File: config.mk
export PLATFORM = sky130hd
export DESIGN_NAME = aes_subbytes_sched
export DESIGN_NICKNAME = d
export VERILOG_FILES = /design/src/rtl/aes_subbytes_sched_pkg.sv /design/src/rtl/aes_subbytes_sched_arb.sv /design/src/rtl/aes_subbytes_sched.sv
export SDC_FILE = /design/constraint.sdc
export NUM_CORES = 1
export LEC_CHECK = 0
export ABC_AREA = 1
export CAP_MARGIN = 5
export CORE_MARGIN = 5
export CORE_UTILIZATION = 52
export DETAILED_ROUTE_END_ITERATION = 8
export MAX_ROUTING_LAYER = met4
export PLACE_DENSITY_LB_ADDON = 0.08
export SYNTH_ARGS = -nofsm -noshare
export SYNTH_HDL_FRONTEND = slang
export SYNTH_HIERARCHICAL = 1
export SYNTH_SLANG_ARGS = --single-unit
File: constraint.sdc
create_clock -name clk -period 6.4 [get_ports clk]
set_clock_uncertainty 0.15 [all_clocks]
set_input_delay 0.64 -clock clk [delete_from_list [all_inputs] [get_ports clk]]
set_output_delay 0.64 -clock clk [all_outputs]
set_load 0.01 [all_outputs]
File: src/rtl/aes_subbytes_sched_pkg.sv
// Shared types and constants for the SubBytes scheduler.
// The round-robin build option (AES_SBSCHED_RR_EN) lives in the arbiter.
package aes_subbytes_sched_pkg;

  localparam int unsigned AesCols   = 4;
  localparam int unsigned AesWordW  = 32;
  localparam int unsigned AesStateW = 128;
  localparam int unsigned ColW      = $clog2(AesCols);

  typedef enum logic [2:0] {
    StIdle,
    StStRun,
    StKsRun,
    StStDone,
    StKsDone
  } sched_state_e;

  // Column 0 is the most significant word of the state.
  function automatic logic [AesWordW-1:0] get_col(input logic [AesStateW-1:0] s,
                                                  input logic [ColW-1:0]      idx);
    return s[{~idx, 5'd0} +: AesWordW];
  endfunction

endpackage

File: src/rtl/aes_subbytes_sched_arb.sv
// Two-way grant logic for the SubBytes scheduler.
// AES_SBSCHED_RR_EN selects round-robin with a pointer register; otherwise fixed priority.
module aes_subbytes_sched_arb #(
  parameter int unsigned KS_PRIORITY = 1
) (
`ifdef AES_SBSCHED_RR_EN
  input  logic clk_i,
  input  logic rst_ni,
`endif
  input  logic en_i,
  input  logic st_valid_i,
  input  logic ks_valid_i,
  output logic st_gnt_o,
  output logic ks_gnt_o
);

  logic ks_favoured;

`ifdef AES_SBSCHED_RR_EN
  logic ptr_q;  // 1: key schedule wins the next tie
  logic unused_ks_prio;

  assign unused_ks_prio = ^KS_PRIORITY;

  always_ff @(posedge clk_i or negedge rst_ni) begin
    if (!rst_ni) begin
      ptr_q <= 1'b1;
    end else if (st_gnt_o) begin
      ptr_q <= 1'b1;
    end else if (ks_gnt_o) begin
      ptr_q <= 1'b0;
    end
  end

  assign ks_favoured = ptr_q;
`else
  assign ks_favoured = (KS_PRIORITY != 0);
`endif

  assign ks_gnt_o = en_i & ks_valid_i & (ks_favoured | ~st_valid_i);
  assign st_gnt_o = en_i & st_valid_i & ~ks_gnt_o;

endmodule

File: src/rtl/aes_subbytes_sched.sv
// Shares one external 32-bit SubBytes unit between the round datapath and key expansion.
// Build option AES_SBSCHED_RR_EN enables round-robin arbitration on simultaneous requests.
module aes_subbytes_sched
  import aes_subbytes_sched_pkg::*;
#(
  parameter int unsigned SB_PIPE     = 1,
  parameter int unsigned KS_PRIORITY = 1
) (
  input  logic                 clk,
  input  logic                 rst_n,
  input  logic                 st_req_valid,
  output logic                 st_req_ready,
  input  logic [AesStateW-1:0] st_req_data,
  input  logic                 st_req_enc_dec,
  output logic                 st_rsp_valid,
  input  logic                 st_rsp_ready,
  output logic [AesStateW-1:0] st_rsp_data,
  input  logic                 ks_req_valid,
  output logic                 ks_req_ready,
  input  logic [AesWordW-1:0]  ks_req_word,
  output logic                 ks_rsp_valid,
  input  logic                 ks_rsp_ready,
  output logic [AesWordW-1:0]  ks_rsp_word,
  output logic [AesWordW-1:0]  sb_data_in,
  output logic                 sb_enc_dec,
  input  logic [AesWordW-1:0]  sb_data_out,
  output logic                 busy
);

  localparam logic [ColW-1:0] LastCol = ColW'(AesCols - 1);

  sched_state_e         state_q;
  logic [ColW-1:0]      iss_cnt_q, cap_cnt_q;
  logic                 iss_done_q, iss_vld_q, enc_q;
  logic [AesStateW-1:0] req_q, st_buf_q;
  logic [AesWordW-1:0]  ks_buf_q;
  logic                 idle, iss_en, cap_en;

  assign idle   = (state_q == StIdle);
  assign iss_en = ((state_q == StStRun) || (state_q == StKsRun)) && !iss_done_q;
  // The external unit returns data SB_PIPE cycles after issue.
  assign cap_en = (SB_PIPE == 0) ? iss_en : iss_vld_q;

  aes_subbytes_sched_arb #(
    .KS_PRIORITY(KS_PRIORITY)
  ) u_arb (
`ifdef AES_SBSCHED_RR_EN
    .clk_i     (clk),
    .rst_ni    (rst_n),
`endif
    .en_i      (idle),
    .st_valid_i(st_req_valid),
    .ks_valid_i(ks_req_valid),
    .st_gnt_o  (st_req_ready),
    .ks_gnt_o  (ks_req_ready)
  );

  always_ff @(posedge clk or negedge rst_n) begin
    if (!rst_n) begin
      state_q    <= StIdle;
      iss_cnt_q  <= '0;
      cap_cnt_q  <= '0;
      iss_done_q <= 1'b0;
      iss_vld_q  <= 1'b0;
      enc_q      <= 1'b1;
      req_q      <= '0;
      st_buf_q   <= '0;
      ks_buf_q   <= '0;
    end else begin
      iss_vld_q <= iss_en;
      if (iss_en) iss_cnt_q <= iss_cnt_q + ColW'(1);
      unique case (state_q)
        StIdle: begin
          iss_cnt_q  <= '0;
          cap_cnt_q  <= '0;
          iss_done_q <= 1'b0;
          if (ks_req_ready) begin
            // Key word sits in column 0 so the shared issue path handles both.
            req_q   <= {ks_req_word, {(AesStateW - AesWordW){1'b0}}};
            enc_q   <= 1'b1;
            state_q <= StKsRun;
          end else if (st_req_ready) begin
            req_q   <= st_req_data;
            enc_q   <= st_req_enc_dec;
            state_q <= StStRun;
          end
        end
        StStRun: begin
          if (iss_en && (iss_cnt_q == LastCol)) iss_done_q <= 1'b1;
          if (cap_en) begin
            st_buf_q[{~cap_cnt_q, 5'd0} +: AesWordW] <= sb_data_out;
            cap_cnt_q <= cap_cnt_q + ColW'(1);
            if (cap_cnt_q == LastCol) state_q <= StStDone;
          end
        end
        StKsRun: begin
          if (iss_en) iss_done_q <= 1'b1;
          if (cap_en) begin
            ks_buf_q <= sb_data_out;
            state_q  <= StKsDone;
          end
        end
        StStDone: begin
          if (st_rsp_ready) begin
            st_buf_q <= '0;
            state_q  <= StIdle;
          end
        end
        StKsDone: begin
          if (ks_rsp_ready) begin
            ks_buf_q <= '0;
            state_q  <= StIdle;
          end
        end
        default: state_q <= StIdle;
      endcase
    end
  end

  assign st_rsp_valid = (state_q == StStDone);
  assign ks_rsp_valid = (state_q == StKsDone);
  assign st_rsp_data  = st_buf_q;
  assign ks_rsp_word  = ks_buf_q;
  assign sb_data_in   = iss_en ? get_col(req_q, iss_cnt_q) : '0;
  assign sb_enc_dec   = (iss_en && (state_q == StStRun)) ? enc_q : 1'b1;
  assign busy         = !idle;

endmodule

==> impl_metrics.py, run 1 <==
metrics = {
    "sta": {
        "period_share_pct": 69.5,
        "drv_slew": 0,
        "fin_crit_ps": 4450,
        "relSlewSlack_pct": 18.6,
        "worst_slew_pin_slew_ps": 1220,
        "hold_viol_final": 0,
        "fmax_mhz": 225,
        "rsz0062_at_grt": "false",
        "tns_ps": 0,
        "finalSetupViolCount": 0,
    },
    "detailed_routing": {
        "drcViolationCount": 0,
        "firstDrtPassIters": 6,
        "via_per_inst": 5.56,
        "drt_iter0_drc": 1250,
        "vias": 13100,
        "ant_nets": 0,
        "avgRoutedWirePerCell_um": 19.4,
        "routed_wirelength_mm": 45.9,
    },
    "setup_path": {
        "arrival_ps": 3660,
        "required_ps": 5610,
        "crit_path_start_kind": "flop",
        "crit_top_cell": "a21oi_1",
        "critPathMaxStageDelay_ps": 1050,
        "endpoint_kind": "output pin",
        "r2r_cells": 13,
        "cp.buffers_inverters": 2,
        "cpMaxStageDelayCell": "dfrtp_2",
        "path_max_fanout": 66,
        "crit_path_cell_trace": "inv_2, a21oi_1, o21ai_0, a21oi_1, clkdlybuf4s50_1",
        "criticalPathCategory": "reg2out",
        "path_delay_family": "buffers and inverters",
        "crit_cells": 5,
    },
    "yosys": {
        "synthDistinctLibCells": 26,
        "ys_warn_count": 6,
        "synth_largest_area_cell": "dfrtp_1",
        "synth.top_cell.area_share_pct": 54.5,
        "yosys_most_used_dff": "dfrtp_1",
        "syn_area_per_cell_um2": 8.12,
        "synth.cell_area_mm2": 0.0136,
        "yosysSeqAreaShare_pct": 54.7,
        "syn_inst": 1680,
        "synth_seq_cells": 298,
        "synth_fp_nets": 1885,
        "synth.area.top_cells": "dfrtp_1 54%, nand2_1 12%, o21ai_0 5.5%, nand3_1 5.1%, nor2_1 3.7%",
        "synth_edf_count": 0,
        "async_reset_ff_share_pct": 100,
    },
    "power_and_ir_drop": {
        "p_total_w": 0.00778,
        "power_per_cell_area_mw_per_mm2": 415,
        "vdd_ir_drop_max_mv": 0.265,
        "p_leak_nw": 8.58,
    },
    "layout": {
        "final_cell_mix": "432 x nand2_1, 395 x clkdlybuf4s50_1, 296 x dfrtp_1, 151 x o21ai_0, 138 x nand3_1",
        "fill_cells": 2060,
        "area_growth_pct": 37.3,
        "fin_nets": 2206,
        "layout-drive-gt1-share_pct": 5.23,
        "layout_commonest_cell": "nand2_1",
    },
    "place": {
        "hpwl_mm": 31.5,
        "io_buffers": 396,
        "gp_congestion": 0.872,
    },
    "clock_network": {
        "clock_latency_ps": 550,
        "tritoncts": "built",
        "cts.sinks": 298,
        "root_buffer": "clkbuf_16",
        "ctsResizeCount": 0,
        "cts_buffer_depth": 3,
        "htreeDepth": 1,
        "cts_made_buffers": 31,
        "clk_pin_slew_ps": 60,
    },
    "flow_run": {
        "drv_cap": 0,
    },
    "die": {
        "die_w_um": 172,
        "core.rowCount": 59,
        "coreArea_mm2": 0.0260,
        "start_util_pct": 52.5,
        "ios": 397,
        "die_h_um": 172,
        "dieArea_mm2": 0.0296,
    },
    "global_route": {
        "grt_pass1_vias": 12900,
        "grt_pass1_wl_mm": 71.0,
        "grt_overflow": 0,
        "grt_max_degree": 139,
        "antenna_found_initial": 3,
        "track_usage_pct": 31.3,
    },
    "run_status": {
        "outcome": "finished clean",
    },
    "hold_path": {
        "min_path_cells": 2,
        "hp-class": "reg2reg",
    },
}
## area by class of cell
cell class / count / area (um^2) / area share (%)
sequential: 298 / 7460 / 39.8
multi-input combinational: 1132 / 5200 / 27.8
timing repair buffer: 414 / 4120 / 22.0
clock buffer: 45 / 948 / 5.06
inverter: 124 / 465 / 2.48
tap: 335 / 419 / 2.24
clock inverter: 12 / 113 / 0.601
antenna: 3 / 7.51 / 0.0401
## what timing repair did
item                      CTS  global route
buffers inserted            0             0
hold buffers                1             0
hold endpoints to repair   83             0
## where the power goes
| group | switching, W | internal, W |
|---|---|---|
| Combinational | 0.00193 | 0.00120 |
| Clock | 0.000745 | 0.00110 |
| Sequential | 0.000333 | 0.00247 |
| Total | 0.00301 | 0.00477 |
## routing by layer
layer  wire length (um)  vias up  global-route usage [%]
met5                  0        -                       -
met4               2250        0                    13.1
met3               4180      122                    5.65
met2              22000      647                    50.4
met1              17400     6227                    39.3
li1                   -     6140                       -
## cell usage after synthesis, types with 4 or more instances
cell and instances:
nand2_1 432, dfrtp_1 297, o21ai_0 151, nand3_1 140
nor2_1 134, inv_1 117, a21oi_1 100, o21ai_1 84
clkbuf_1 68, buf_2 38, nand4_1 32, o31ai_1 32
buf_1 14, or2_2 7, buf_4 6, ha_1 6
inv_2 6, nand3_2 4
## worst paths after layout
kind / startpoint / to / slack (ps)
min in group asynchronous: rst_n / st_rsp_data[17] / 530
setup reg to reg: state_q[1] / req_q[89] / 2220
hold reg to reg: req_q[20] / req_q[20] / 330
max in group asynchronous: rst_n / iss_cnt_q[0] / 4070
setup / recovery: iss_cnt_q[0] / sb_data_in[3] / 1950
hold / removal: req_q[20] / req_q[20] / 330
## sequential cells by signal (all words and copies together) (netlist names)
signal       flops
cap_en           1
iss_cnt_q        2
req_q          128
enc_q            1
cap_cnt_q        2
iss_done_q       1
state_q          3
st_rsp_data    128
ks_rsp_word     32
## worst min-delay path, cell delays in order (launching register included)
cell and delay [ps]:
dfrtp_1 340, nand2_1 50, nand2_1 50
## through the flow
stage / instance area, um^2 / instances / utilization (%) / setup WS, ps / hold slack [ps]
after floorplan: 13600 / 1680 / - / 4140 / 194
after global placement: 17700 / 2302 / 67.9 / 2270 / 307
after detailed placement: 17700 / 2302 / 67.9 / 2200 / 310
after CTS: 18700 / 2360 / 72.1 / 1960 / 326
after global routing: 18700 / 2363 / 72.1 / 1680 / 347
final: 18700 / 2363 / 72.1 / 1950 / 326
## cells by family (layout without fill, tap and decap cells)
kind of cell | Yosys count | count (layout) | share of synthesized area [%]
simple gates | 757 | 757 | 23.2
compound gates | 369 | 369 | 14.2
flops | 298 | 298 | 54.7
buf+inv | 250 | 595 | 7.39
fa+ha+maj | 6 | 6 | 0.550
other cells | 0 | 3 | 0
Power figures use the tool's default switching activity.
==> run 2: changes to the inputs <==
--- a/config.mk
+++ b/config.mk
@@ -8,7 +8,7 @@
 export ABC_AREA = 1
 export CAP_MARGIN = 5
 export CORE_MARGIN = 5
-export CORE_UTILIZATION = 52
+export CORE_UTILIZATION = 43
 export DETAILED_ROUTE_END_ITERATION = 8
 export MAX_ROUTING_LAYER = met4
 export PLACE_DENSITY_LB_ADDON = 0.08
==> constraint.sdc (replaced) <==
create_clock -name clk -period 3.82 [get_ports clk]
set_clock_uncertainty 0.15 [all_clocks]
set_input_delay 0.382 -clock clk [delete_from_list [all_inputs] [get_ports clk]]
set_output_delay 0.382 -clock clk [all_outputs]
set_load 0.01 [all_outputs]
==> run 2 against run 1 <==
Net effect: total power up 72%; non-clock buffer count is 11 higher; flip-flop and latch count unchanged; combinational power grew 72%; hold slack got worse by 57 ps; first-iteration DRC count down 27%; setup slack worse by 1300 ps; sequential share of layout area shrank 0.72 points; utilization down 11 points; cell area grew 1.9%; largest power group unchanged; highest routed layer unchanged.
==> impl_metrics.py, run 2 (synthesis results as in run 1) <==
metrics = {
    "run_status": {
        "outcome": "finished clean",
    },
    "global_route": {
        "antenna_found_initial": 4,
        "grt_max_degree": 89,
        "grt_busiest_layer": "met2",
        "grt_pass1_vias": 12900,
        "track_usage_pct": 26.6,
        "use_met3_pct": 7.00,
        "grt_pass1_wl_mm": 73.4,
        "use_met2_pct": 42.6,
        "grt_overflow": 0,
        "met1_usage_pct": 33.1,
    },
    "sta": {
        "relSlewSlack_pct": 14.9,
        "rsz0062_at_grt": "false",
        "fin_crit_ps": 3210,
        "period_share_pct": 83.9,
        "hold_viol_final": 0,
        "drv_slew": 0,
        "tns_ps": 0,
        "worst_slew_pin_slew_ps": 1270,
        "finalSetupViolCount": 0,
        "fmax_mhz": 312,
    },
    "clock_network": {
        "cts_made_buffers": 36,
        "htreeDepth": 2,
        "tritoncts": "built",
        "clock_latency_ps": 500,
        "root_buffer": "clkbuf_16",
        "clk_pin_slew_ps": 50,
        "cts.sinks": 298,
        "cts_buffer_depth": 3,
        "postCtsSetupBuffers": 0,
        "ctsResizeCount": 0,
    },
    "power_and_ir_drop": {
        "swShare_pct": 37.6,
        "power_per_cell_area_mw_per_mm2": 701,
        "p_total_w": 0.0134,
        "vdd_ir_drop_max_mv": 0.422,
        "power.switching_w": 0.00503,
        "p_leak_nw": 8.69,
        "clockPowerShare_pct": 25.4,
        "pwr-share-comb_pct": 40.2,
        "seq_power_share_pct": 34.5,
        "p_int_w": 0.00834,
    },
    "layout": {
        "multiInputGateArea_mm2": 0.00520,
        "layout_commonest_cell": "nand2_1",
        "area_growth_pct": 39.8,
        "final_cell_mix": "432 x nand2_1, 395 x clkdlybuf4s50_1, 296 x dfrtp_1, 151 x o21ai_0, 138 x nand3_1",
        "instances_no_fill": 2448,
        "layout-drive-gt1-share_pct": 5.68,
        "fill_cells": 2879,
        "utilization_pct": 60.6,
        "seqCellArea_mm2": 0.00746,
        "fin_nets": 2222,
    },
    "hold_path": {
        "min_to": "req_q[6]",
        "hp-start": "st_req_data[6]",
        "min_path_cells": 3,
        "hp-class": "in2reg",
    },
    "setup_path": {
        "endpoint_kind": "output pin",
        "crit_path_cell_trace": "a21oi_1, nand3_2, buf_4, a21oi_1, clkdlybuf4s50_1",
        "cp.buffers_inverters": 2,
        "worstReg2RegStart": "state_q[1]",
        "path_max_fanout": 15,
        "r2r_slack_ps": 780,
        "arrival_ps": 2670,
        "critPathMaxStageDelay_ps": 590,
        "criticalPathCategory": "reg2out",
        "reg2reg_to": "req_q[32]",
        "cpMaxStageDelayCell": "clkdlybuf4s50_1",
        "path_delay_family": "buffers and inverters",
        "crit_path_start_kind": "flop",
        "crit_top_cell": "a21oi_1",
        "required_ps": 3290,
        "r2r_cells": 12,
    },
    "die": {
        "die_w_um": 188,
        "start_util_pct": 43.4,
        "ios": 397,
        "coreArea_mm2": 0.0315,
        "core.rowCount": 65,
        "die_h_um": 188,
        "dieArea_mm2": 0.0354,
    },
    "place": {
        "dpl.cell_count": 2380,
        "hpwl_mm": 32.8,
        "io_buffers": 396,
        "gp_congestion": 0.895,
    },
    "flow_run": {
        "drv_cap": 0,
    },
    "detailed_routing": {
        "vias": 12900,
        "ant_nets": 0,
        "drt_iter0_drc": 917,
        "routed_wirelength_mm": 46.9,
        "drcViolationCount": 0,
        "via_per_inst": 5.26,
        "avgRoutedWirePerCell_um": 19.2,
        "firstDrtPassIters": 7,
    },
}
-- run 2: cell count changes in the layout (fill, tap and decap cells not counted), sizes merged --
cell	before	now
diode	3	4
inv	123	124
buf	18	29
clkbuf	45	56
clkinv	10	4
-- run 2: area by class of cell --
cell class	instances	area share, %
clock inverters	7	0.479
multi-input cells	1132	27.3
well taps	402	2.64
clock buffers	56	5.75
diodes	4	0.0525
flip-flops and latches	298	39.1
repair buffers	425	22.3
inverters	124	2.44
-- run 2: metal layers --
layer	up-vias	wire length, um
li1	6175	-
met1	6093	18800
met2	521	22300
met3	90	4120
met4	0	1640
met5	-	0
-- run 2: tightest hold or removal path, stage by stage --
cell and delay (ps):
clkdlybuf4s50_1 390, nand2_1 60, nand2_1 40
-- run 2: through the flow --
stage | setup WS, ps | hold slack (ps) | cell area [um^2]
after floorplan | 1560 | -63.6 | 13600
after global placement | 830 | 287 | 17900
after detailed placement | 756 | 292 | 17900
after CTS | 559 | 249 | 19100
after global routing | 449 | 270 | 19100
final | 614 | 269 | 19100
-- run 2: how the worst max path moves through the flow --
stage / startpoint / to / slack (ps) / depth (start not counted)
after floorplan: state_q[1] / req_q[44] / 1560 / 13
after global placement: cap_cnt_q[0] / st_rsp_data[37] / 830 / 6
after detailed placement: state_q[1] / req_q[43] / 760 / 12
after CTS: state_q[0] / sb_data_in[20] / 560 / 5
after global routing: state_q[0] / sb_data_in[20] / 450 / 5
final: state_q[0] / sb_data_in[20] / 610 / 5
-- run 2: what timing repair did --
| action | in CTS | in global routing |
|---|---|---|
| hold buffers | 1 | 0 |
| endpoints found under the hold margin | 85 | 0 |
| setup endpoints to repair | 0 | 0 |
-- run 2: power groups by stage --
stage	Combinational, W	Clock [W]	Sequential (W)
final	0.00537	0.00339	0.00461
after floorplan	0.00301	0	0.00468
after global routing	0.00597	0.00360	0.00471
after global placement	0.00529	0	0.00462
after detailed placement	0.00537	0	0.00465
after CTS	0.00541	0.00347	0.00461
